`src/rtl/lsu_mem_ctrl_pkg.sv`:
```
// lsu_pkg: shared encodings for the load/store controller.
// Access-size codes, FSM state type, default memory geometry and
// the request legality check used when LSU_MISALIGN_TRAP_EN is defined.
package lsu_pkg;

  localparam int unsigned LSU_MEM_WORDS = 256;
  localparam int unsigned LSU_IDX_W     = 8;

  localparam logic [1:0] LSU_SZ_B = 2'b00;
  localparam logic [1:0] LSU_SZ_H = 2'b01;
  localparam logic [1:0] LSU_SZ_W = 2'b10;

  typedef enum logic [1:0] {
    ST_IDLE,
    ST_ACCESS,
    ST_RMW_WR,
    ST_RESP
  } lsu_state_e;

  // True for a misaligned half/word or the reserved size code.
  function automatic logic lsu_bad_req(input logic [1:0] size, input logic [1:0] off);
    case (size)
      LSU_SZ_B: lsu_bad_req = 1'b0;
      LSU_SZ_H: lsu_bad_req = off[0];
      LSU_SZ_W: lsu_bad_req = (off != 2'b00);
      default:  lsu_bad_req = 1'b1;
    endcase
  endfunction

endpackage

```
`src/rtl/lsu_mem_ctrl_if.sv`:
```
// lsu_mem_ctrl_if: execute-stage request/response handshake plus the
// word-addressed data memory port. The controller is the slave of the
// request side and the master of the memory side.
interface lsu_mem_ctrl_if;

  logic        req_valid;
  logic        req_ready;
  logic        req_we;
  logic [1:0]  req_size;
  logic        req_unsigned;
  logic [31:0] req_addr;
  logic [31:0] req_wdata;

  logic        rsp_valid;
  logic [31:0] rsp_rdata;
  logic        rsp_err;

  logic [31:0] mem_value;
  logic        mem_esc;
  logic        mem_read;
  logic [31:0] mem_dst;
  logic [31:0] mem_rdata;

  modport slave (
    input  req_valid, req_we, req_size, req_unsigned, req_addr, req_wdata, mem_rdata,
    output req_ready, rsp_valid, rsp_rdata, rsp_err,
           mem_value, mem_esc, mem_read, mem_dst
  );

  modport master (
    output req_valid, req_we, req_size, req_unsigned, req_addr, req_wdata, mem_rdata,
    input  req_ready, rsp_valid, rsp_rdata, rsp_err,
           mem_value, mem_esc, mem_read, mem_dst
  );

endinterface

```
`src/rtl/lsu_mem_ctrl_lane.sv`:
```
// lsu_lane: combinational byte-lane logic.
// Load path shifts the word down by the byte offset and sign/zero-extends.
// Store path merges byte/half write data into the old word.
module lsu_lane
  import lsu_pkg::*;
(
  input  logic [31:0] word,
  input  logic [1:0]  off,
  input  logic [1:0]  size,
  input  logic        uns,
  input  logic [31:0] wdata,
  output logic [31:0] ld_data,
  output logic [31:0] st_data
);

  logic [31:0] shifted;
  logic [31:0] mask;
  logic [31:0] lanes;

  // Extract/extend load data and build the lane mask for the store merge.
  always_comb begin
    shifted = word >> {off, 3'b000};
    ld_data = shifted;
    mask    = '1;
    lanes   = wdata;
    case (size)
      LSU_SZ_B: begin
        ld_data = uns ? {24'b0, shifted[7:0]} : {{24{shifted[7]}}, shifted[7:0]};
        mask    = 32'h0000_00FF << {off, 3'b000};
        lanes   = {4{wdata[7:0]}};
      end
      LSU_SZ_H: begin
        ld_data = uns ? {16'b0, shifted[15:0]} : {{16{shifted[15]}}, shifted[15:0]};
        mask    = 32'h0000_FFFF << {off[1], 4'b0000};
        lanes   = {2{wdata[15:0]}};
      end
      default: ;
    endcase
    st_data = (word & ~mask) | (lanes & mask);
  end

endmodule

```
`src/rtl/lsu_mem_ctrl.sv`:
```
// lsu_mem_ctrl: one-request-at-a-time load/store controller in front of a
// word-only data memory. Sub-word stores use read-modify-write.
// Optional feature macro: LSU_MISALIGN_TRAP_EN (report misaligned and
// reserved-size requests via rsp_err instead of aligning them down).
module lsu_mem_ctrl
  import lsu_pkg::*;
#(
  parameter int unsigned MEM_WORDS = LSU_MEM_WORDS,
  parameter int unsigned IDX_W     = LSU_IDX_W
) (
  input  logic           clock,
  input  logic           reset_n,
  lsu_mem_ctrl_if.slave  bus
);

  localparam logic [IDX_W-1:0] IDX_MASK = IDX_W'(MEM_WORDS - 1);

  lsu_state_e  state_q, state_d;
  logic        we_q, we_d;
  logic [1:0]  size_q, size_d;
  logic        uns_q, uns_d;
  logic [1:0]  off_q, off_d;
  logic [31:0] wdata_q, wdata_d;
  logic [31:0] merged_q, merged_d;
  logic [31:0] dst_q, dst_d;
  logic [31:0] rdata_q, rdata_d;
  logic        err_q, err_d;

  logic           req_err;
  logic [1:0]     eff_size;
  logic [1:0]     eff_off;
  logic [IDX_W-1:0] req_idx;
  logic [31:0]    ld_data;
  logic [31:0]    st_data;

  // Decode the incoming request: word index, legality, effective size/offset.
  always_comb begin
    req_idx = bus.req_addr[IDX_W+1:2] & IDX_MASK;
`ifdef LSU_MISALIGN_TRAP_EN
    req_err  = lsu_bad_req(bus.req_size, bus.req_addr[1:0]);
    eff_size = bus.req_size;
    eff_off  = bus.req_addr[1:0];
`else
    req_err  = 1'b0;
    eff_size = (bus.req_size == 2'b11) ? LSU_SZ_W : bus.req_size;
    case (eff_size)
      LSU_SZ_H: eff_off = {bus.req_addr[1], 1'b0};
      LSU_SZ_W: eff_off = 2'b00;
      default:  eff_off = bus.req_addr[1:0];
    endcase
`endif
  end

  lsu_lane u_lane (
    .word    (bus.mem_rdata),
    .off     (off_q),
    .size    (size_q),
    .uns     (uns_q),
    .wdata   (wdata_q),
    .ld_data (ld_data),
    .st_data (st_data)
  );

  // Next-state, register updates and memory/handshake outputs.
  always_comb begin
    state_d  = state_q;
    we_d     = we_q;
    size_d   = size_q;
    uns_d    = uns_q;
    off_d    = off_q;
    wdata_d  = wdata_q;
    merged_d = merged_q;
    dst_d    = dst_q;
    rdata_d  = rdata_q;
    err_d    = err_q;

    bus.req_ready = (state_q == ST_IDLE);
    bus.rsp_valid = (state_q == ST_RESP);
    bus.mem_read  = 1'b0;
    bus.mem_esc   = 1'b0;
    // Idle write-back of the addressed word keeps an always-writing memory unchanged.
    bus.mem_value = bus.mem_rdata;

    case (state_q)
      ST_IDLE: begin
        if (bus.req_valid) begin
          we_d    = bus.req_we;
          size_d  = eff_size;
          uns_d   = bus.req_unsigned;
          off_d   = eff_off;
          wdata_d = bus.req_wdata;
          if (req_err) begin
            err_d   = 1'b1;
            rdata_d = '0;
            state_d = ST_RESP;
          end else begin
            dst_d   = {{(32-IDX_W){1'b0}}, req_idx};
            state_d = ST_ACCESS;
          end
        end
      end
      ST_ACCESS: begin
        err_d   = 1'b0;
        rdata_d = '0;
        if (!we_q) begin
          bus.mem_read = 1'b1;
          rdata_d      = ld_data;
          state_d      = ST_RESP;
        end else if (size_q == LSU_SZ_W) begin
          bus.mem_esc   = 1'b1;
          bus.mem_value = wdata_q;
          state_d       = ST_RESP;
        end else begin
          bus.mem_read = 1'b1;
          merged_d     = st_data;
          state_d      = ST_RMW_WR;
        end
      end
      ST_RMW_WR: begin
        bus.mem_esc   = 1'b1;
        bus.mem_value = merged_q;
        state_d       = ST_RESP;
      end
      default: begin
        state_d = ST_IDLE;
      end
    endcase
  end

  // State and datapath registers; reset drops any in-flight request.
  always_ff @(posedge clock or negedge reset_n) begin
    if (!reset_n) begin
      state_q  <= ST_IDLE;
      we_q     <= 1'b0;
      size_q   <= '0;
      uns_q    <= 1'b0;
      off_q    <= '0;
      wdata_q  <= '0;
      merged_q <= '0;
      dst_q    <= '0;
      rdata_q  <= '0;
      err_q    <= 1'b0;
    end else begin
      state_q  <= state_d;
      we_q     <= we_d;
      size_q   <= size_d;
      uns_q    <= uns_d;
      off_q    <= off_d;
      wdata_q  <= wdata_d;
      merged_q <= merged_d;
      dst_q    <= dst_d;
      rdata_q  <= rdata_d;
      err_q    <= err_d;
    end
  end

  // err_q can only be set when the trap feature is built in.
  assign bus.rsp_err   = err_q;
  assign bus.rsp_rdata = rdata_q;
  assign bus.mem_dst   = dst_q;

endmodule

```
`src/flat_wrapper.sv`:
```
// flat-port wrapper written by rule: the top's interface ports become plain ports
module lsu_mem_ctrl_flat import lsu_pkg::*;
#(
  parameter int unsigned MEM_WORDS = LSU_MEM_WORDS,
  parameter int unsigned IDX_W     = LSU_IDX_W
)
  (clock, reset_n, bus_req_valid, bus_req_we, bus_req_size, bus_req_unsigned, bus_req_addr, bus_req_wdata, bus_mem_rdata, bus_req_ready, bus_rsp_valid, bus_rsp_rdata, bus_rsp_err, bus_mem_value, bus_mem_esc, bus_mem_read, bus_mem_dst);
  lsu_mem_ctrl_if bus_i ();
  input  logic clock;
  input  logic reset_n;
  input wire logic [$bits(bus_i.req_valid)-1:0] bus_req_valid;
  input wire logic [$bits(bus_i.req_we)-1:0] bus_req_we;
  input wire logic [$bits(bus_i.req_size)-1:0] bus_req_size;
  input wire logic [$bits(bus_i.req_unsigned)-1:0] bus_req_unsigned;
  input wire logic [$bits(bus_i.req_addr)-1:0] bus_req_addr;
  input wire logic [$bits(bus_i.req_wdata)-1:0] bus_req_wdata;
  input wire logic [$bits(bus_i.mem_rdata)-1:0] bus_mem_rdata;
  output wire logic [$bits(bus_i.req_ready)-1:0] bus_req_ready;
  output wire logic [$bits(bus_i.rsp_valid)-1:0] bus_rsp_valid;
  output wire logic [$bits(bus_i.rsp_rdata)-1:0] bus_rsp_rdata;
  output wire logic [$bits(bus_i.rsp_err)-1:0] bus_rsp_err;
  output wire logic [$bits(bus_i.mem_value)-1:0] bus_mem_value;
  output wire logic [$bits(bus_i.mem_esc)-1:0] bus_mem_esc;
  output wire logic [$bits(bus_i.mem_read)-1:0] bus_mem_read;
  output wire logic [$bits(bus_i.mem_dst)-1:0] bus_mem_dst;
  assign bus_i.req_valid = bus_req_valid;
  assign bus_i.req_we = bus_req_we;
  assign bus_i.req_size = bus_req_size;
  assign bus_i.req_unsigned = bus_req_unsigned;
  assign bus_i.req_addr = bus_req_addr;
  assign bus_i.req_wdata = bus_req_wdata;
  assign bus_i.mem_rdata = bus_mem_rdata;
  assign bus_req_ready = bus_i.req_ready;
  assign bus_rsp_valid = bus_i.rsp_valid;
  assign bus_rsp_rdata = bus_i.rsp_rdata;
  assign bus_rsp_err = bus_i.rsp_err;
  assign bus_mem_value = bus_i.mem_value;
  assign bus_mem_esc = bus_i.mem_esc;
  assign bus_mem_read = bus_i.mem_read;
  assign bus_mem_dst = bus_i.mem_dst;
  lsu_mem_ctrl #(.MEM_WORDS(MEM_WORDS), .IDX_W(IDX_W)) u_core (.clock(clock), .reset_n(reset_n), .bus(bus_i));
endmodule
```
`config.mk`:
```
export PLATFORM = sky130hd
export DESIGN_NAME = lsu_mem_ctrl_flat
export DESIGN_NICKNAME = d
export VERILOG_FILES = /design/src/rtl/lsu_mem_ctrl_pkg.sv /design/src/rtl/lsu_mem_ctrl_if.sv /design/src/rtl/lsu_mem_ctrl_lane.sv /design/src/rtl/lsu_mem_ctrl.sv /design/src/flat_wrapper.sv
export SDC_FILE = /design/constraint.sdc
export NUM_CORES = 1
export LEC_CHECK = 0
export BUFFER_PORTS_ARGS = -buffer_cell sky130_fd_sc_hd__buf_2
export CAP_MARGIN = 5
export CORE_ASPECT_RATIO = 0.75
export CORE_UTILIZATION = 50
export CTS_CLUSTER_DIAMETER = 80
export DETAILED_ROUTE_END_ITERATION = 10
export GPL_ROUTABILITY_DRIVEN = 0
export PLACE_DENSITY_LB_ADDON = 0.08
export SYNTH_ARGS = -nofsm -noshare
export SYNTH_HDL_FRONTEND = slang
export SYNTH_SLANG_ARGS = --single-unit
```
`constraint.sdc`:
```
create_clock -name clock -period 5.3 [get_ports clock]
set_clock_uncertainty 0.2 [all_clocks]
set_input_delay 0.265 -clock clock [delete_from_list [all_inputs] [get_ports clock]]
set_output_delay 0.265 -clock clock [all_outputs]
set_load 0.03 [all_outputs]
```
* Word-level counts from Yosys, hierarchy flattened
Index checks and enable logic that the tools add are counted.
** Storage, ports and cells
- Flip-flop bits (word level) :: 112
- Bits in latches :: 0
- RAM bits :: 0
- ROM bits :: 0
- Input port bits :: 103
- Output and inout port bits :: 101
- Logic and storage cells :: 51
- Memories :: 0
** Operators by class
- $add $sub $neg :: 0
- $mul :: 0
- Divide/modulo/power cells :: 0
- $lt $le $gt $ge :: 0
- Equality and inequality tests :: 9
- Shift operators :: 3
- Mux-type cells :: 21
- Bitwise gates (word level) :: 5
- Reductions and logical operators :: 4
** Operators with widths (number)
- 32-bit case mux with 2 select lines :: 4
- 32-bit two-way mux :: 5
- 32-bit bitwise AND :: 2
- 32-bit inverter :: 1
- 32-bit bitwise OR :: 1
- 16-bit by 5-bit left shift with 32-bit output (first input constant) :: 1
- 8-bit by 5-bit left shift with 32-bit output (first input constant) :: 1
- 32-bit by 5-bit >> shifter with 32-bit output :: 1
- 2-bit equality test (second input constant) :: 5
- 2-bit by 1-bit equality test with 1-bit output (second input constant) :: 3
- 1-bit two-way mux :: 6
- 2-bit two-way mux :: 3
- 2-bit case mux with 3 select lines :: 1
- 2-bit zero test :: 2
- 2-bit case mux with 2 select lines :: 1
- 3-bit AND reduction :: 1
- 2-bit inequality test (second input constant) :: 1
- 1-bit case mux with 2 select lines :: 1
- 2-bit AND reduction :: 1
- 1-bit inverter :: 1

* Longest topological paths before layout
- Depth in word-level cells :: 5
- Gate-level depth with buffers :: 7
- Mapped depth without buffers :: 6

* Modules after synthesis
From an unflattened synthesis, not the netlist that was laid out.
** Second synthesis, totals
- Cell total of the unflattened synthesis :: 662
- Area total of the unflattened synthesis :: 6809.0 µm²
** By module, submodules not included
- lsu_mem_ctrl :: times used 1, cells an instance 438, area an instance 5159.9 µm², sequential area each 2802.7 µm²
- lsu_lane :: times used 1, cells an instance 224, area an instance 1649.1 µm², sequential area each 0.0 µm²

* Worst setup path after synthesis
OpenSTA, ideal clock, no wires.
- Path type :: register -> output
- From :: register u_core.state_q[1]
- To :: output bus_mem_value[0]
- Arrival :: 1.742 ns
- Required time :: 4.835 ns
- Path slack :: 3.093 ns
- Cell stages (with the launch flop) :: 7
- Path through :: dfrtp_1 -> inv_1 -> ha_1 -> o21a_1 -> nand2b_4 -> buf_2 -> a22o_1
** On the way
- Longest elaborated chain between the ends :: 2
- Elaborated cells on any way between the ends :: 3
- Classes of those cells :: 2 x eq/ne; 1 x mux
** Ends and longest elaborated chain
- start, declared :: line lsu_mem_ctrl.sv:18 : lsu_state_e state_q, state_d;
- start signal, assigned :: line lsu_mem_ctrl.sv:144 : state_q <= state_d;
- 2-bit equality test or 2-bit by 1-bit equality test with 1-bit output (tied branches) :: line lsu_mem_ctrl.sv:84 : case (state_q)
- 32-bit case mux with 2 select lines * :: line lsu_mem_ctrl.sv:84
- end, declared :: line flat_wrapper.sv:22 : output wire logic [$bits(bus_i.mem_value)-1:0] bus_mem_value;
Every way passes the cells marked *; elsewhere a longest branch is shown, timed or not.

* Final worst setup path
- From :: register u_core.state_q[1]
- To :: output bus_mem_value[7]
Same word-level chain as after synthesis.

==> impl_metrics.env <==
export IMPL_rsz0062_at_grt="false"
export IMPL_root_buffer="clkbuf_16"
export IMPL_final_cell_mix="buf_2 (155), dfrtp_1 (112), mux2i_1 (71)"
export IMPL_fin_tns_setup_ns=0
export IMPL_htreeDepth=3
export IMPL_vias=5426
export IMPL_seq_power_share_pct=28.7
export IMPL_start_kind="register"
export IMPL_n_antenna_cell=0
export IMPL_p_sw_uw=2690
export IMPL_worstSetupEndpointType="output pin"
export IMPL_final_common_cell="buf_2"
export IMPL_synth_warnings=0
export IMPL_async_reset_ff_share_pct=100
export IMPL_postCtsSetupBuffers=0
export IMPL_period_needed_ns=3.73
export IMPL_first_global_vias=5305
export IMPL_die_h_um=99.9
export IMPL_min_path_cells=3
export IMPL_cp_arrival_ns=3.26
export IMPL_syn_area_um2=6390
export IMPL_fin_nets=863
export IMPL_clock_sinks=112
export IMPL_die_w_um=133
export IMPL_swShare_pct=47.5
export IMPL_max_freq_mhz=268
export IMPL_required_ns=4.84
export IMPL_worst_r2r_path_depth=4
export IMPL_dp_cells=864
export IMPL_clkTransAtPathRegs_ns=0.07
export IMPL_ir_worst_vdd_uv=448
export IMPL_wirelength_mm=18.7
export IMPL_report_final_slew_viol_count=0
export IMPL_grt_antenna_before_repair=0
export IMPL_drt_first_pass_iters=5
export IMPL_drive_gt1_share_pct=32.3
export IMPL_gr_total_overflow=0
export IMPL_setup_slack_ns=1.57
export IMPL_worst_slew_pin_slew_ns=1.27
export IMPL_route_detailed_drc=0
export IMPL_postRouteAntennaNets=0
export IMPL_wire_per_inst_um=20.1
export IMPL_status="finished clean"
export IMPL_port_buffer_count=156
export IMPL_grt_pass1_wl_mm=29.0
export IMPL_cts_buffers=9
export IMPL_combPwrFrac_pct=57.3
export IMPL_grt_max_degree=77
export IMPL_die_area_um2=13200
export IMPL_viasPerCell=5.85
export IMPL_synth_seq_cells=112
export IMPL_area_growth_pct=24.0
export IMPL_synth_distinct_cells=42
export IMPL_synth_edf_count=0
export IMPL_p_int_uw=2980
export IMPL_grt_usage_pct=28.9
export IMPL_hp_class="input port to register"
export IMPL_dpl_hpwl_mm=12.9
export IMPL_critPathMaxFanout=35
export IMPL_clock_power_share_pct=13.9
export IMPL_powerDensity_nw_per_um2=717
export IMPL_synthCells=584
export IMPL_hold_violations=0
export IMPL_leakagePower_uw=0.00390
export IMPL_slew_headroom_pct=15.1
export IMPL_design_core_area_um2=12300
export IMPL_crit_type="register to output pin"
export IMPL_finalCritPeriodShare_pct=70.4
export IMPL_setup_viol=0
export IMPL_cts_tree="done"
export IMPL_ys_seq_area_share_pct=43.9
export IMPL_maxCapViolCount=0
export IMPL_ios=204
export IMPL_post_place_ws_ns=1.96
export IMPL_start_util_pct=51.7
export IMPL_clk_latency_ns=0.36
export IMPL_cts_buffer_depth=2
export IMPL_fp_row_count=35
export IMPL_fin_cells=927
export IMPL_ys_flop_type="dfrtp_1"
export IMPL_avgSynthCellArea_um2=10.9
export IMPL_n_fill_cell=1020
export IMPL_fin_util_pct=64.1
export IMPL_drt_iter0_drc=444
## cells by family (layout without fill, tap and decap cells)
kind of cell,Yosys count,count (layout),synth area share [%]
other,1,25,0.0587
AND/OR/NAND/NOR,81,81,6.31
buffers and inverters,86,239,7.54
adder cells (fa/ha/maj),4,4,0.783
multiplexers,131,131,21.9
AO/OA/AOI/OAI,169,169,19.6
flip-flops,112,112,43.9
## repair_timing
action                    in CTS  in global routing
hold buffers                  47                  0
hold endpoints to repair     121                  0
gates resized for setup        0                  0
## layout make-up
class | instances | area, um^2 | share of cell area (%)
Clock inverter | 5 | 104 | 1.31
Sequential cell | 112 | 2800 | 35.4
Tap cell | 166 | 208 | 2.62
Clock buffer | 11 | 243 | 3.06
Timing Repair Buffer | 210 | 1310 | 16.5
Inverter | 13 | 50.0 | 0.632
Multi-Input combinational cell | 410 | 3210 | 40.5
## through the flow
stage,area (um^2),hold slack (ns),power [uW]
2_1_floorplan,6480,-0.231,3970
3_3_place_gp,7100,0.263,4750
3_5_place_dp,7100,0.272,4850
4_1_cts,7920,0.0243,5670
5_1_grt,7920,0.0286,6000
6_report,7920,0.0397,5680
## power by group through the flow
stage	combinational (uW)	clock, uW	sequential [uW]
2_1_floorplan	2230	0	1740
3_3_place_gp	3150	0	1600
3_5_place_dp	3210	0	1630
4_1_cts	3250	804	1620
5_1_grt	3490	836	1670
6_report	3250	791	1630
## worst max-delay path: stages, from the launching register on
cell and delay, ns:
dfrtp_1 0.40, inv_1 0.11, ha_1 0.31, inv_2 0.31, nor3_4 0.96, buf_4 0.33, a22o_1 0.14, a22o_1 0.14
buf_2 0.20
## registers in the layout, summed over array words and instances, names as in the netlist
name                  cells
u_core.state_q            2
u_core.we_q               1
u_core.size_q             2
u_core.wdata_q           32
u_core.merged_q          32
u_core.bus.mem_dst        8
u_core.uns_q              1
u_core.off_q              2
u_core.bus.rsp_rdata     32
## worst paths after layout
check | slack, ns | startpoint | end
setup / recovery | 1.57 | u_core.state_q[1]$_DFFE_PN0P_ | bus_mem_value[7]
min in group asynchronous | 0.42 | reset_n | u_core.bus.rsp_rdata[25]$_DFFE_PN0P_
hold reg to reg | 0.29 | u_core.bus.rsp_rdata[1]$_DFFE_PN0P_ | u_core.bus.rsp_rdata[1]$_DFFE_PN0P_
hold / removal | 0.04 | bus_req_addr[1] | u_core.off_q[1]$_DFFE_PN0P_
setup reg to reg | 2.39 | u_core.size_q[0]$_DFFE_PN0P_ | u_core.merged_q[2]$_DFFE_PN0P_
max in group asynchronous | 3.38 | reset_n | u_core.merged_q[5]$_DFFE_PN0P_
## routing by layer
| metal | GRT usage (%) | up-vias | part of all wire, % |
|---|---|---|---|
| met5 | 0 | - | 0 |
| met2 | 45.9 | 250 | 47 |
| li1 | - | 2441 | - |
| met1 | 39.6 | 2707 | 44 |
| met3 | 6.26 | 28 | 7.6 |
| met4 | 9.73 | 0 | 1.9 |
## Yosys cell counts, types with 2 or more instances
cell	instances	area share, %
nor3_1	3	0.23
ha_1	4	0.78
o31ai_1	2	0.23
o2bb2ai_1	15	2.1
a22o_1	65	8.9
a21oi_1	9	0.71
mux2i_1	71	11
mux2_2	58	10
a221o_1	8	1.3
a21o_1	2	0.23
buf_6	4	0.71
nand2_1	54	3.2
dfrtp_1	112	44
a2bb2oi_1	8	1.1
nor2_1	3	0.18
o21ai_1	2	0.16
nand2b_1	5	0.49
buf_2	14	1.1
o21bai_1	2	0.23
inv_1	11	0.65
buf_4	29	3.4
o21a_1	2	0.23
clkbuf_1	25	1.5
o21ai_0	51	4.0
nand3b_1	8	0.94
Note: power is estimated with default switching activity, not from simulation.
